--- config.mk ---
export PLATFORM = sky130hd
export DESIGN_NAME = sdram_arbiter
export DESIGN_NICKNAME = d
export VERILOG_FILES = /design/src/rtl/sdram_arbiter.sv
export SDC_FILE = /design/constraint.sdc
export NUM_CORES = 1
export LEC_CHECK = 0
export ABC_AREA = 1
export CORE_AREA = 2 2 154 156
export DETAILED_ROUTE_END_ITERATION = 16
export DIE_AREA = 0 0 156 158
export MAX_ROUTING_LAYER = met4
export PLACE_DENSITY_LB_ADDON = 0.05
export RECOVER_POWER = 25
export SLEW_MARGIN = 30
export SYNTH_ARGS = -nofsm -noshare
export SYNTH_HDL_FRONTEND = slang
export SYNTH_SLANG_ARGS = --single-unit
--- constraint.sdc ---
create_clock -name i_clock -period 1.7 [get_ports i_clock]
set_input_delay 0.51 -clock i_clock [delete_from_list [all_inputs] [get_ports i_clock]]
set_output_delay 0.51 -clock i_clock [all_outputs]
set_load 0.01 [all_outputs]
--- src/rtl/sdram_arbiter.sv ---
// Three-port arbiter in front of a single-request SDRAM controller port.
// Round-robin by default; PRIO0 = 1 gives port 0 absolute priority over ports 1 and 2.
module sdram_arbiter #(
    parameter int unsigned PRIO0 = 0
) (
    input  logic        i_clock,
    input  logic        i_reset,
    input  logic [2:0]  i_request,
    input  logic [2:0]  i_rw,
    input  logic [95:0] i_address,
    input  logic [95:0] i_wdata,
    output logic [95:0] o_rdata,
    output logic [2:0]  o_ready,
    output logic [1:0]  o_grant,
    output logic        o_busy,
    output logic        o_mem_request,
    output logic        o_mem_rw,
    output logic [31:0] o_mem_address,
    output logic [31:0] o_mem_wdata,
    input  logic [31:0] i_mem_rdata,
    input  logic        i_mem_ready
);

    typedef enum logic [1:0] {
        IDLE    = 2'd0,
        ISSUE   = 2'd1,
        RELEASE = 2'd2
    } state_t;

    state_t      state_reg, state_next;
    logic [1:0]  grant_reg, grant_next;
    logic [1:0]  last_reg, last_next;
    logic [2:0]  ready_reg, ready_next;
    logic [95:0] rdata_reg, rdata_next;
    logic        mem_request_reg, mem_request_next;
    logic        mem_rw_reg, mem_rw_next;
    logic [31:0] mem_address_reg, mem_address_next;
    logic [31:0] mem_wdata_reg, mem_wdata_next;

    // Per-port operands padded to four entries so a 2-bit index never leaves the array.
    logic [31:0] port_address [4];
    logic [31:0] port_wdata   [4];
    logic [3:0]  request4;
    logic [3:0]  rw4;
    logic [2:0]  eligible;

    generate
        for (genvar gi = 0; gi < 4; gi++) begin : g_port
            if (gi < 3) begin : g_real
                assign port_address[gi] = i_address[32*gi +: 32];
                assign port_wdata[gi]   = i_wdata[32*gi +: 32];
            end else begin : g_pad
                assign port_address[gi] = '0;
                assign port_wdata[gi]   = '0;
            end
        end
    endgenerate

    assign request4 = {1'b0, i_request};
    assign rw4      = {1'b0, i_rw};
    // A port still holding ready from its last access must drop request before competing again.
    assign eligible = i_request & ~ready_reg;

    logic [3:0] rr_cand;
    logic [1:0] search0, search1, search2;
    logic [1:0] winner;

    always_comb begin
        rr_cand = {1'b0, eligible};
        if (PRIO0 != 0) begin
            rr_cand[0] = 1'b0;
        end
        case (last_reg)
            2'd0: begin search0 = 2'd1; search1 = 2'd2; search2 = 2'd0; end
            2'd1: begin search0 = 2'd2; search1 = 2'd0; search2 = 2'd1; end
            default: begin search0 = 2'd0; search1 = 2'd1; search2 = 2'd2; end
        endcase
        if (PRIO0 != 0 && eligible[0]) begin
            winner = 2'd0;
        end else if (rr_cand[search0]) begin
            winner = search0;
        end else if (rr_cand[search1]) begin
            winner = search1;
        end else begin
            winner = search2;
        end
    end

    always_comb begin
        state_next       = state_reg;
        grant_next       = grant_reg;
        last_next        = last_reg;
        ready_next       = ready_reg;
        rdata_next       = rdata_reg;
        mem_request_next = mem_request_reg;
        mem_rw_next      = mem_rw_reg;
        mem_address_next = mem_address_reg;
        mem_wdata_next   = mem_wdata_reg;

        case (state_reg)
            IDLE: begin
                if (|eligible) begin
                    grant_next       = winner;
                    mem_rw_next      = rw4[winner];
                    mem_address_next = port_address[winner];
                    mem_wdata_next   = port_wdata[winner];
                    mem_request_next = 1'b1;
                    state_next       = ISSUE;
                end
            end
            ISSUE: begin
                if (i_mem_ready) begin
                    for (int i = 0; i < 3; i++) begin
                        if (grant_reg == 2'(i)) begin
                            if (!mem_rw_reg) begin
                                rdata_next[32*i +: 32] = i_mem_rdata;
                            end
                            // A requester that already gave up is not flagged complete.
                            if (i_request[i]) begin
                                ready_next[i] = 1'b1;
                            end
                        end
                    end
                    mem_request_next = 1'b0;
                    state_next       = RELEASE;
                end
            end
            RELEASE: begin
                if (!request4[grant_reg]) begin
                    for (int i = 0; i < 3; i++) begin
                        if (grant_reg == 2'(i)) begin
                            ready_next[i] = 1'b0;
                        end
                    end
                    if (!i_mem_ready) begin
                        state_next = IDLE;
                        // In priority mode only ports 1 and 2 rotate, so port 0 wins leave the rotation alone.
                        if (PRIO0 == 0 || grant_reg != 2'd0) begin
                            last_next = grant_reg;
                        end
                    end
                end
            end
            default: begin
                state_next = IDLE;
            end
        endcase
    end

    always_ff @(posedge i_clock) begin
        if (i_reset) begin
            state_reg       <= IDLE;
            grant_reg       <= 2'd0;
            last_reg        <= 2'd2;
            ready_reg       <= 3'b000;
            rdata_reg       <= '0;
            mem_request_reg <= 1'b0;
            mem_rw_reg      <= 1'b0;
            mem_address_reg <= '0;
            mem_wdata_reg   <= '0;
        end else begin
            state_reg       <= state_next;
            grant_reg       <= grant_next;
            last_reg        <= last_next;
            ready_reg       <= ready_next;
            rdata_reg       <= rdata_next;
            mem_request_reg <= mem_request_next;
            mem_rw_reg      <= mem_rw_next;
            mem_address_reg <= mem_address_next;
            mem_wdata_reg   <= mem_wdata_next;
        end
    end

    assign o_rdata       = rdata_reg;
    assign o_ready       = ready_reg;
    assign o_grant       = grant_reg;
    assign o_busy        = (state_reg != IDLE);
    assign o_mem_request = mem_request_reg;
    assign o_mem_rw      = mem_rw_reg;
    assign o_mem_address = mem_address_reg;
    assign o_mem_wdata   = mem_wdata_reg;

endmodule

==> impl_metrics.toml, run 1 <==
[placement]
gp_congestion = 0.875
hpwl_microns = 20300
place_inst = 1847
dp_slack_ps = -557
portBuffers = 400
placed_cell_area_sq_mm = 0.0125

[timing]
setup_tns_ps = 0
fin_crit_ps = 1640
setup_slack_ps = 63.2
rsz0062_at_grt = "yes"
worstMarginPinSlew_ps = 366
fmax_ghz = 0.611
drv_slew = 0
setup_violations = 0
slew_headroom_pct = 75.6
post-route-period-util_pct = 96.3
clock_skew_ps = 16.8
finalHoldViolations = 0

[logic_synthesis]
syn_nets = 1430
syn_avg_cell_area_sq_um = 6.64
ys_seq_elements = 171
yosysUniqueCellTypes = 15
ys_warn_count = 0
syn_inst = 1197
syn_area_sq_mm = 0.00794
ys_seq_area_share_pct = 43.1

[die]
die_w_microns = 156
die_h_microns = 158
row_count = 56
die_area_sq_mm = 0.0246
ios = 401
core_sq_mm = 0.0231
start_util_pct = 34.5

[routing]
drc = 0
vias = 9085
ant_nets = 0
wirelength_microns = 29900
via_per_inst = 4.80
dr.pass1.iters = 5
routedWlPerCell_microns = 15.8
drt_iter0_drc = 450

[clock_network]
ctsHtreeMaxLevel = 4
clock_latency_ps = 440
clk_path_buf_depth = 2
numClockSinks = 171
cts_tree = "yes"
clk_pin_slew_worst_paths_ps = 70
cts_buffers = 17
cts-root-buf = "clkbuf_16"

[setup_path]
cp_max_fo = 2
cp_data_required_time_ps = 1190
startpoint_type = "register"
worstPathArrival_ps = 1130
crit_path_end_kind = "primary output"
critical_path_class = "reg2out"

[status]
outcome = "finished, final reports clean"

[layout]
layout-drive-gt1-share_pct = 8.12
fin_area_sq_mm = 0.0133
syn2layout_area_growth_pct = 67.0
final_common_cell = "nand2_1"
fin_nets = 1822
most-common-layout-cells = "nand2_1, clkdlybuf4s50_1, dlygate4sd2_1"
fillers = 2306
final_cells = 1892
largest_reg_flops = 96

[pwr]
p_clk_share_pct = 32.7
p_int_w = 0.00794
comb_power_share_pct = 28.6
p_switching_w = 0.00378
ir_drop_v = 0.000549
swShare_pct = 32.3
p_seq_share_pct = 38.7
p_leak_nw = 6.17
total_power_w = 0.0117
pwr_density_cell_mw_per_mm2 = 883

[grt]
first_global_vias = 8504
grt_overflow = 0
grt_pass1_wl_microns = 44900
grt_use_total_pct = 23.9
grt_max_degree = 63
antenna_found_initial = 1

[hold_path]
holdCritPathClass = "reg2reg"

[flow_run]
maxCapViolCount = 0
[cell families (layout without fill, tap and decap cells)]
group / after synthesis / in the layout / synth area share, %
AOI/OAI and AO/OA: 339 / 339 / 21.5
and+or+nand+nor: 452 / 452 / 23.5
other: 0 / 1 / 0
buffers and inverters: 235 / 639 / 11.9
DFF: 171 / 171 / 43.1
[through the flow]
step	util, %	hold WS, ps
6_report	57.5	438
5_1_grt	57.5	454
4_1_cts	56.5	441
3_5_place_dp	54.1	433
3_3_place_gp	54.1	429
2_1_floorplan	-	468
[path summary, 6_finish.rpt]
path / endpoint / start / cells after the start / slack [ps]
max: o_busy / state_reg[0]$_SDFFE_PP0P_ / 3 / 60
min: o_rdata[15]$_SDFFE_PP0P_ / o_rdata[15]$_SDFFE_PP0P_ / 2 / 440
max reg2reg: o_mem_address[31]$_SDFFE_PP0P_ / last_reg[1]$_SDFFE_PP1P_ / 12 / 70
min reg2reg: o_rdata[15]$_SDFFE_PP0P_ / o_rdata[15]$_SDFFE_PP0P_ / 2 / 440
[metal layers]
metal  vias to the layer above  global-route usage [%]  part of all wire [%]
li1                       4662                       -                     -
met1                      4062                    27.9                    42
met2                       311                    40.2                    49
met3                        50                    5.86                   6.6
met4                         0                    8.26                   2.7
met5                         -                       -                     0
[worst max-delay path: stages (launching register included)]
cell	delay (ps)
dfxtp_1	330
nor2_2	170
inv_1	50
buf_2	150
[power groups by stage]
stage	Sequential (W)	Clock [W]	Combinational, W
6_report	0.00454	0.00383	0.00335
4_1_cts	0.00454	0.00393	0.00321
5_1_grt	0.00459	0.00412	0.00367
3_5_place_dp	0.00463	0	0.00328
2_1_floorplan	0.00479	0	0.00131
3_3_place_gp	0.00463	0	0.00328
[layout make-up]
type	instances	area (sq um)	share of cell area, %
clock buffer	17	425	3.21
multi-input combinational	791	3700	27.9
sequential	171	3430	25.9
tap	290	363	2.74
clock inverter	14	146	1.10
timing repair buffer	463	4640	35.0
antenna	1	2.50	0.0189
inverter	145	556	4.19
[synth_stat cells]
master / count / share of area, %
o21ai_0: 176 / 11
nand2_1: 258 / 12
o211ai_1: 2 / 0.19
a21boi_0: 1 / 0.095
buf_1: 2 / 0.095
nand4_1: 33 / 2.6
nor2_1: 89 / 4.2
nand3_1: 72 / 4.5
inv_1: 143 / 6.8
inv_2: 2 / 0.095
a21oi_1: 160 / 10
buf_4: 9 / 0.85
clkbuf_1: 55 / 2.6
buf_2: 24 / 1.5
dfxtp_1: 171 / 43
[what timing repair did]
item | in CTS | in global routing
endpoints found under the setup margin | 232 | 67
setup buffers | 0 | 4
hold buffers | 0 | 0
pin swaps | 3 | 10
cloned | 5 | 5
resized for setup | 190 | 63
Power figures use the tool's default switching activity.
==> run 2, diff against run 1 <==
--- a/config.mk
+++ b/config.mk
@@ -6,9 +6,10 @@
 export NUM_CORES = 1
 export LEC_CHECK = 0
 export ABC_AREA = 1
-export CORE_AREA = 2 2 154 156
+export CORE_AREA = 2 2 157 159
+export CTS_CLUSTER_DIAMETER = 30
 export DETAILED_ROUTE_END_ITERATION = 16
-export DIE_AREA = 0 0 156 158
+export DIE_AREA = 0 0 159 161
 export MAX_ROUTING_LAYER = met4
 export PLACE_DENSITY_LB_ADDON = 0.05
 export RECOVER_POWER = 25
==> constraint.sdc (replaced) <==
create_clock -name i_clock -period 2 [get_ports i_clock]
set_input_delay 0.6 -clock i_clock [delete_from_list [all_inputs] [get_ports i_clock]]
set_output_delay 0.6 -clock i_clock [all_outputs]
set_load 0.01 [all_outputs]
==> impl_metrics.toml, run 2 (same netlist as run 1, synthesis figures left out) <==
[placement]
portBuffers = 400
gp_congestion = 0.836
dp_slack_ps = -386
hpwl_microns = 20400
placed_cell_area_sq_mm = 0.0125

[die]
die_area_sq_mm = 0.0256
row_count = 57
start_util_pct = 33.1
core_sq_mm = 0.0240
die_h_microns = 161
ios = 401
die_w_microns = 159

[pwr]
p_clk_share_pct = 33.0
swShare_pct = 31.5
pwr_density_cell_mw_per_mm2 = 759
p_int_w = 0.00679
comb_power_share_pct = 28.0
ir_drop_v = 0.000562
p_leak_nw = 5.32
total_power_w = 0.00992
p_switching_w = 0.00313
p_seq_share_pct = 39.0

[setup_path]
cp_num_buf_inv = 1
rrSetupSlack_ps = 240
cp_data_required_time_ps = 1400
cp_slowest_cell = "clkdlybuf4s50_1"
worstPathArrival_ps = 1360
startpoint_type = "register"
path_cells = "clkdlybuf4s50_1"
cp_max_fo = 2
crit_path_end_kind = "primary output"
critical_path_class = "reg2out"
crit_family = "buffers and inverters"
slowest_delay_ps = 560

[routing]
wirelength_microns = 29200
ant_nets = 0
drc = 0
vias = 8957
dr.pass1.iters = 5
via_per_inst = 4.68
drt_iter0_drc = 463
routedWlPerCell_microns = 15.3

[clock_network]
clk_pin_slew_worst_paths_ps = 70
cts_tree = "yes"
cts-root-buf = "clkbuf_16"
clk_path_buf_depth = 2
cts_hold_buf = 0
ctsHtreeMaxLevel = 4
clock_latency_ps = 430
numClockSinks = 171
cts_buffers = 17

[status]
outcome = "finished, final reports clean"

[grt]
grt_use_total_pct = 22.8
grt_overflow = 0
antenna_found_initial = 1
first_global_vias = 8422
grt_pass1_wl_microns = 45600
grt_max_degree = 79

[timing]
setup_slack_ps = 37.4
slew_headroom_pct = 75.3
post-route-period-util_pct = 98.1
finalHoldViolations = 0
drv_slew = 0
setup_violations = 0
worstMarginPinSlew_ps = 371
fin_crit_ps = 1960
timing.hold.ws_ps = 441
rsz0062_at_grt = "no"
clock_skew_ps = 18.2
fmax_ghz = 0.510

[layout]
syn2layout_area_growth_pct = 64.6
seq_area_sq_mm = 0.00342
multiInputGateArea_sq_mm = 0.00359
fin_nets = 1810
fin_area_sq_mm = 0.0131
most-common-layout-cells = "clkdlybuf4s50_1, nand2_1, o21ai_0"
fillers = 2429
layout-drive-gt1-share_pct = 5.41
final_common_cell = "clkdlybuf4s50_1"
largest_reg_flops = 96

[hold_path]
holdCritPathClass = "reg2reg"

[flow_run]
maxCapViolCount = 0
==> run 2: changes by cell type in the layout (fill, tap and decap cells not counted), moves of 4 or more <==
cell | previous run | this run
o21ai_0 | 158 | 176
clkbuf_16 | 22 | 18
clkdlybuf4s50_1 | 229 | 387
nor2_2 | 9 | 1
buf_16 | 5 | 0
nand2_1 | 245 | 257
dfxtp_1 | 167 | 171
nor2_1 | 77 | 88
nand2_2 | 9 | 0
o21ai_1 | 18 | 0
dlygate4sd2_1 | 169 | 3
clkbuf_1 | 3 | 9
==> run 2: repair_timing <==
item                       CTS  global route
setup buffers                0             3
pin swaps                    0             4
setup endpoints to repair    3            60
cloned                       0             1
gates resized for setup      3            18
hold endpoints to repair     0             0
==> run 2: tightest hold or removal path, cell delays in order, from the launching register on <==
cell     delay, ps
dfxtp_1        310
inv_1           40
a21oi_1         50
==> run 2: final cells by class <==
class	instances	area share, %
Multi-Input combinational cell	791	27.5
Timing Repair Buffer	451	34.6
Clock inverter	14	1.12
Sequential cell	171	26.2
Clock buffer	18	3.28
Antenna cell	1	0.0191
Inverter	145	4.19
Tap cell	324	3.10
==> run 2: path summary, 6_finish.rpt <==
kind	startpoint	endpoint	cells after the start
hold reg to reg	o_rdata[78]$_SDFFE_PP0P_	o_rdata[78]$_SDFFE_PP0P_	2
setup reg to reg	last_reg[0]$_SDFFE_PP0P_	o_mem_address[4]$_SDFFE_PP0P_	12
hold / removal	o_rdata[78]$_SDFFE_PP0P_	o_rdata[78]$_SDFFE_PP0P_	2
setup / recovery	o_mem_address[29]$_SDFFE_PP0P_	o_mem_address[29]	1
==> run 2: layer usage <==
| metal | global-route usage, % | routed length, microns | vias to the layer above |
|---|---|---|---|
| li1 | - | - | 4626 |
| met1 | 28.1 | 12600 | 4023 |
| met4 | 6.94 | 535 | 0 |
| met2 | 37.1 | 14300 | 278 |
| met3 | 5.37 | 1810 | 30 |
| met5 | - | 0 | - |
==> run 2: stage by stage <==
stage          utilization [%]  setup TNS [ps]  cells
6_report                  54.5               0   1915
5_1_grt                   54.5               0   1915
4_1_cts                   54.6               0   1910
3_5_place_dp              52.2          -22980   1878
3_3_place_gp              52.2          -20390   1878
2_1_floorplan                -               0   1197
==> run 2: power groups by stage <==
stage	clock (W)	combinational, W	sequential (W)
2_1_floorplan	0	0.00111	0.00408
3_3_place_gp	0	0.00279	0.00394
3_5_place_dp	0	0.00280	0.00394
4_1_cts	0.00339	0.00281	0.00387
5_1_grt	0.00352	0.00307	0.00391
6_report	0.00327	0.00278	0.00387
==> run 3, diff against run 2 <==
--- a/config.mk
+++ b/config.mk
@@ -13,7 +13,8 @@
 export MAX_ROUTING_LAYER = met4
 export PLACE_DENSITY_LB_ADDON = 0.05
 export RECOVER_POWER = 25
-export SLEW_MARGIN = 30
+export SLEW_MARGIN = 20
 export SYNTH_ARGS = -nofsm -noshare
 export SYNTH_HDL_FRONTEND = slang
 export SYNTH_SLANG_ARGS = --single-unit
+export TNS_END_PERCENT = 5
==> constraint.sdc (replaced) <==
create_clock -name i_clock -period 2.5 [get_ports i_clock]
set_input_delay 0.75 -clock i_clock [delete_from_list [all_inputs] [get_ports i_clock]]
set_output_delay 0.75 -clock i_clock [all_outputs]
set_load 0.01 [all_outputs]
==> impl_metrics.toml, run 3 (same netlist as run 1, synthesis figures left out) <==
[status]
outcome = "finished, final reports clean"

[timing]
worstMarginPinSlew_ps = 640
slew_headroom_pct = 57.3
fmax_ghz = 0.436
setup_slack_ps = 206
fin_crit_ps = 2290
post-route-period-util_pct = 91.8
rsz0062_at_grt = "no"
drv_slew = 0
clock_skew_ps = 20.2
setup_violations = 0
finalHoldViolations = 0

[pwr]
comb_power_share_pct = 27.9
ir_drop_v = 0.000370
p_seq_share_pct = 39.1
p_int_w = 0.00542
p_leak_nw = 5.21
pwr_density_cell_mw_per_mm2 = 612
p_switching_w = 0.00250
p_clk_share_pct = 33.0
swShare_pct = 31.6

[layout]
layout-drive-gt1-share_pct = 4.52
final_util_pct = 54.1
fin_nets = 1791
final_cells = 1896
fillers = 2443
syn2layout_area_growth_pct = 63.1
final_common_cell = "clkdlybuf4s50_1"
largest_reg_flops = 96
most-common-layout-cells = "clkdlybuf4s50_1, nand2_1, o21ai_0"

[routing]
wirelength_microns = 29200
routedWlPerCell_microns = 15.4
ant_nets = 0
via_per_inst = 4.75
dr.pass1.iters = 5
vias = 9004
drc = 0
drt_iter0_drc = 500

[die]
die_h_microns = 161
ios = 401
start_util_pct = 33.1
row_count = 57
core_sq_mm = 0.0240
die_area_sq_mm = 0.0256
die_w_microns = 159

[clock_network]
cts_buffers = 17
clock_latency_ps = 430
cts_tree = "yes"
cts-resized-gates = 0
cts-root-buf = "clkbuf_16"
cts_hold_buf = 0
ctsHtreeMaxLevel = 4
clk_pin_slew_worst_paths_ps = 70
clk_path_buf_depth = 2
post_cts_buffers = 0
numClockSinks = 171

[setup_path]
path_cells = "nor2_1, inv_1, clkdlybuf4s50_1"
startpoint_type = "register"
slowest_delay_ps = 520
worstPathArrival_ps = 1540
cp_max_fo = 3
cp_data_required_time_ps = 1750
critical_path_class = "reg2out"
cp_slowest_cell = "clkdlybuf4s50_1"
crit_path_end_kind = "primary output"

[grt]
grt_use_total_pct = 22.7
first_global_vias = 8318
grt_max_degree = 65
grt_overflow = 0
grt_pass1_wl_microns = 45300
antenna_found_initial = 2

[placement]
hpwl_microns = 20500
dp_slack_ps = -5.95
gp_congestion = 0.813
place_inst = 1863
portBuffers = 400

[flow_run]
maxCapViolCount = 0

[hold_path]
holdCritPathClass = "reg2reg"
-- run 3: path summary, 6_finish.rpt --
check / start / endpoint / slack [ps] / cells after the start
worst max-delay path: state_reg[1]$_SDFFE_PP0P_ / o_busy / 210 / 3
worst min-delay path: o_rdata[30]$_SDFFE_PP0P_ / o_rdata[30]$_SDFFE_PP0P_ / 440 / 2
worst max register to register: state_reg[0]$_SDFFE_PP0P_ / o_rdata[40]$_SDFFE_PP0P_ / 620 / 6
worst min register to register: o_rdata[30]$_SDFFE_PP0P_ / o_rdata[30]$_SDFFE_PP0P_ / 440 / 2
-- run 3: power groups by stage --
stage	logic, W	clock network [W]	registers (W)
6_report	0.00221	0.00261	0.00310
5_1_grt	0.00244	0.00282	0.00313
4_1_cts	0.00224	0.00270	0.00310
3_5_place_dp	0.00223	0	0.00315
3_3_place_gp	0.00222	0	0.00315
2_1_floorplan	0.000890	0	0.00326
-- run 3: stage by stage --
| stage | setup TNS (ps) | instance area [sq um] | hold WS [ps] | total power, W |
|---|---|---|---|---|
| 2_1_floorplan | 0 | 7940 | 468 | 0.00415 |
| 3_5_place_dp | -5.95 | 12400 | 434 | 0.00539 |
| 3_3_place_gp | 0 | 12400 | 429 | 0.00537 |
| 6_report | 0 | 13000 | 440 | 0.00793 |
| 4_1_cts | 0 | 13000 | 445 | 0.00805 |
| 5_1_grt | 0 | 13000 | 461 | 0.00838 |
-- run 3: cell type report --
type                            count  area (sq um)  share of cell area, %
Antenna cell                        2          5.00                 0.0386
Clock buffer                       17           425                   3.28
Clock inverter                     14           150                   1.16
Inverter                          145           548                   4.23
Multi-Input combinational cell    791          3590                   27.7
Sequential cell                   171          3420                   26.4
Tap cell                          324           405                   3.13
Timing Repair Buffer              432          4410                   34.0
-- run 3: critical path: cells and delay by family (launching register included) --
| kind | cells | cell delay, ps |
|---|---|---|
| buf+inv | 2 | 580 |
| flops | 1 | 340 |
| simple gates | 1 | 200 |
-- run 3: layer usage --
metal | wire [microns] | track usage (%) | vias to the layer above
met3 | 1890 | 5.37 | 39
met2 | 14000 | 37.0 | 298
met1 | 12500 | 27.4 | 4062
li1 | - | - | 4605
met4 | 751 | 8.35 | 0
met5 | 0 | - | -
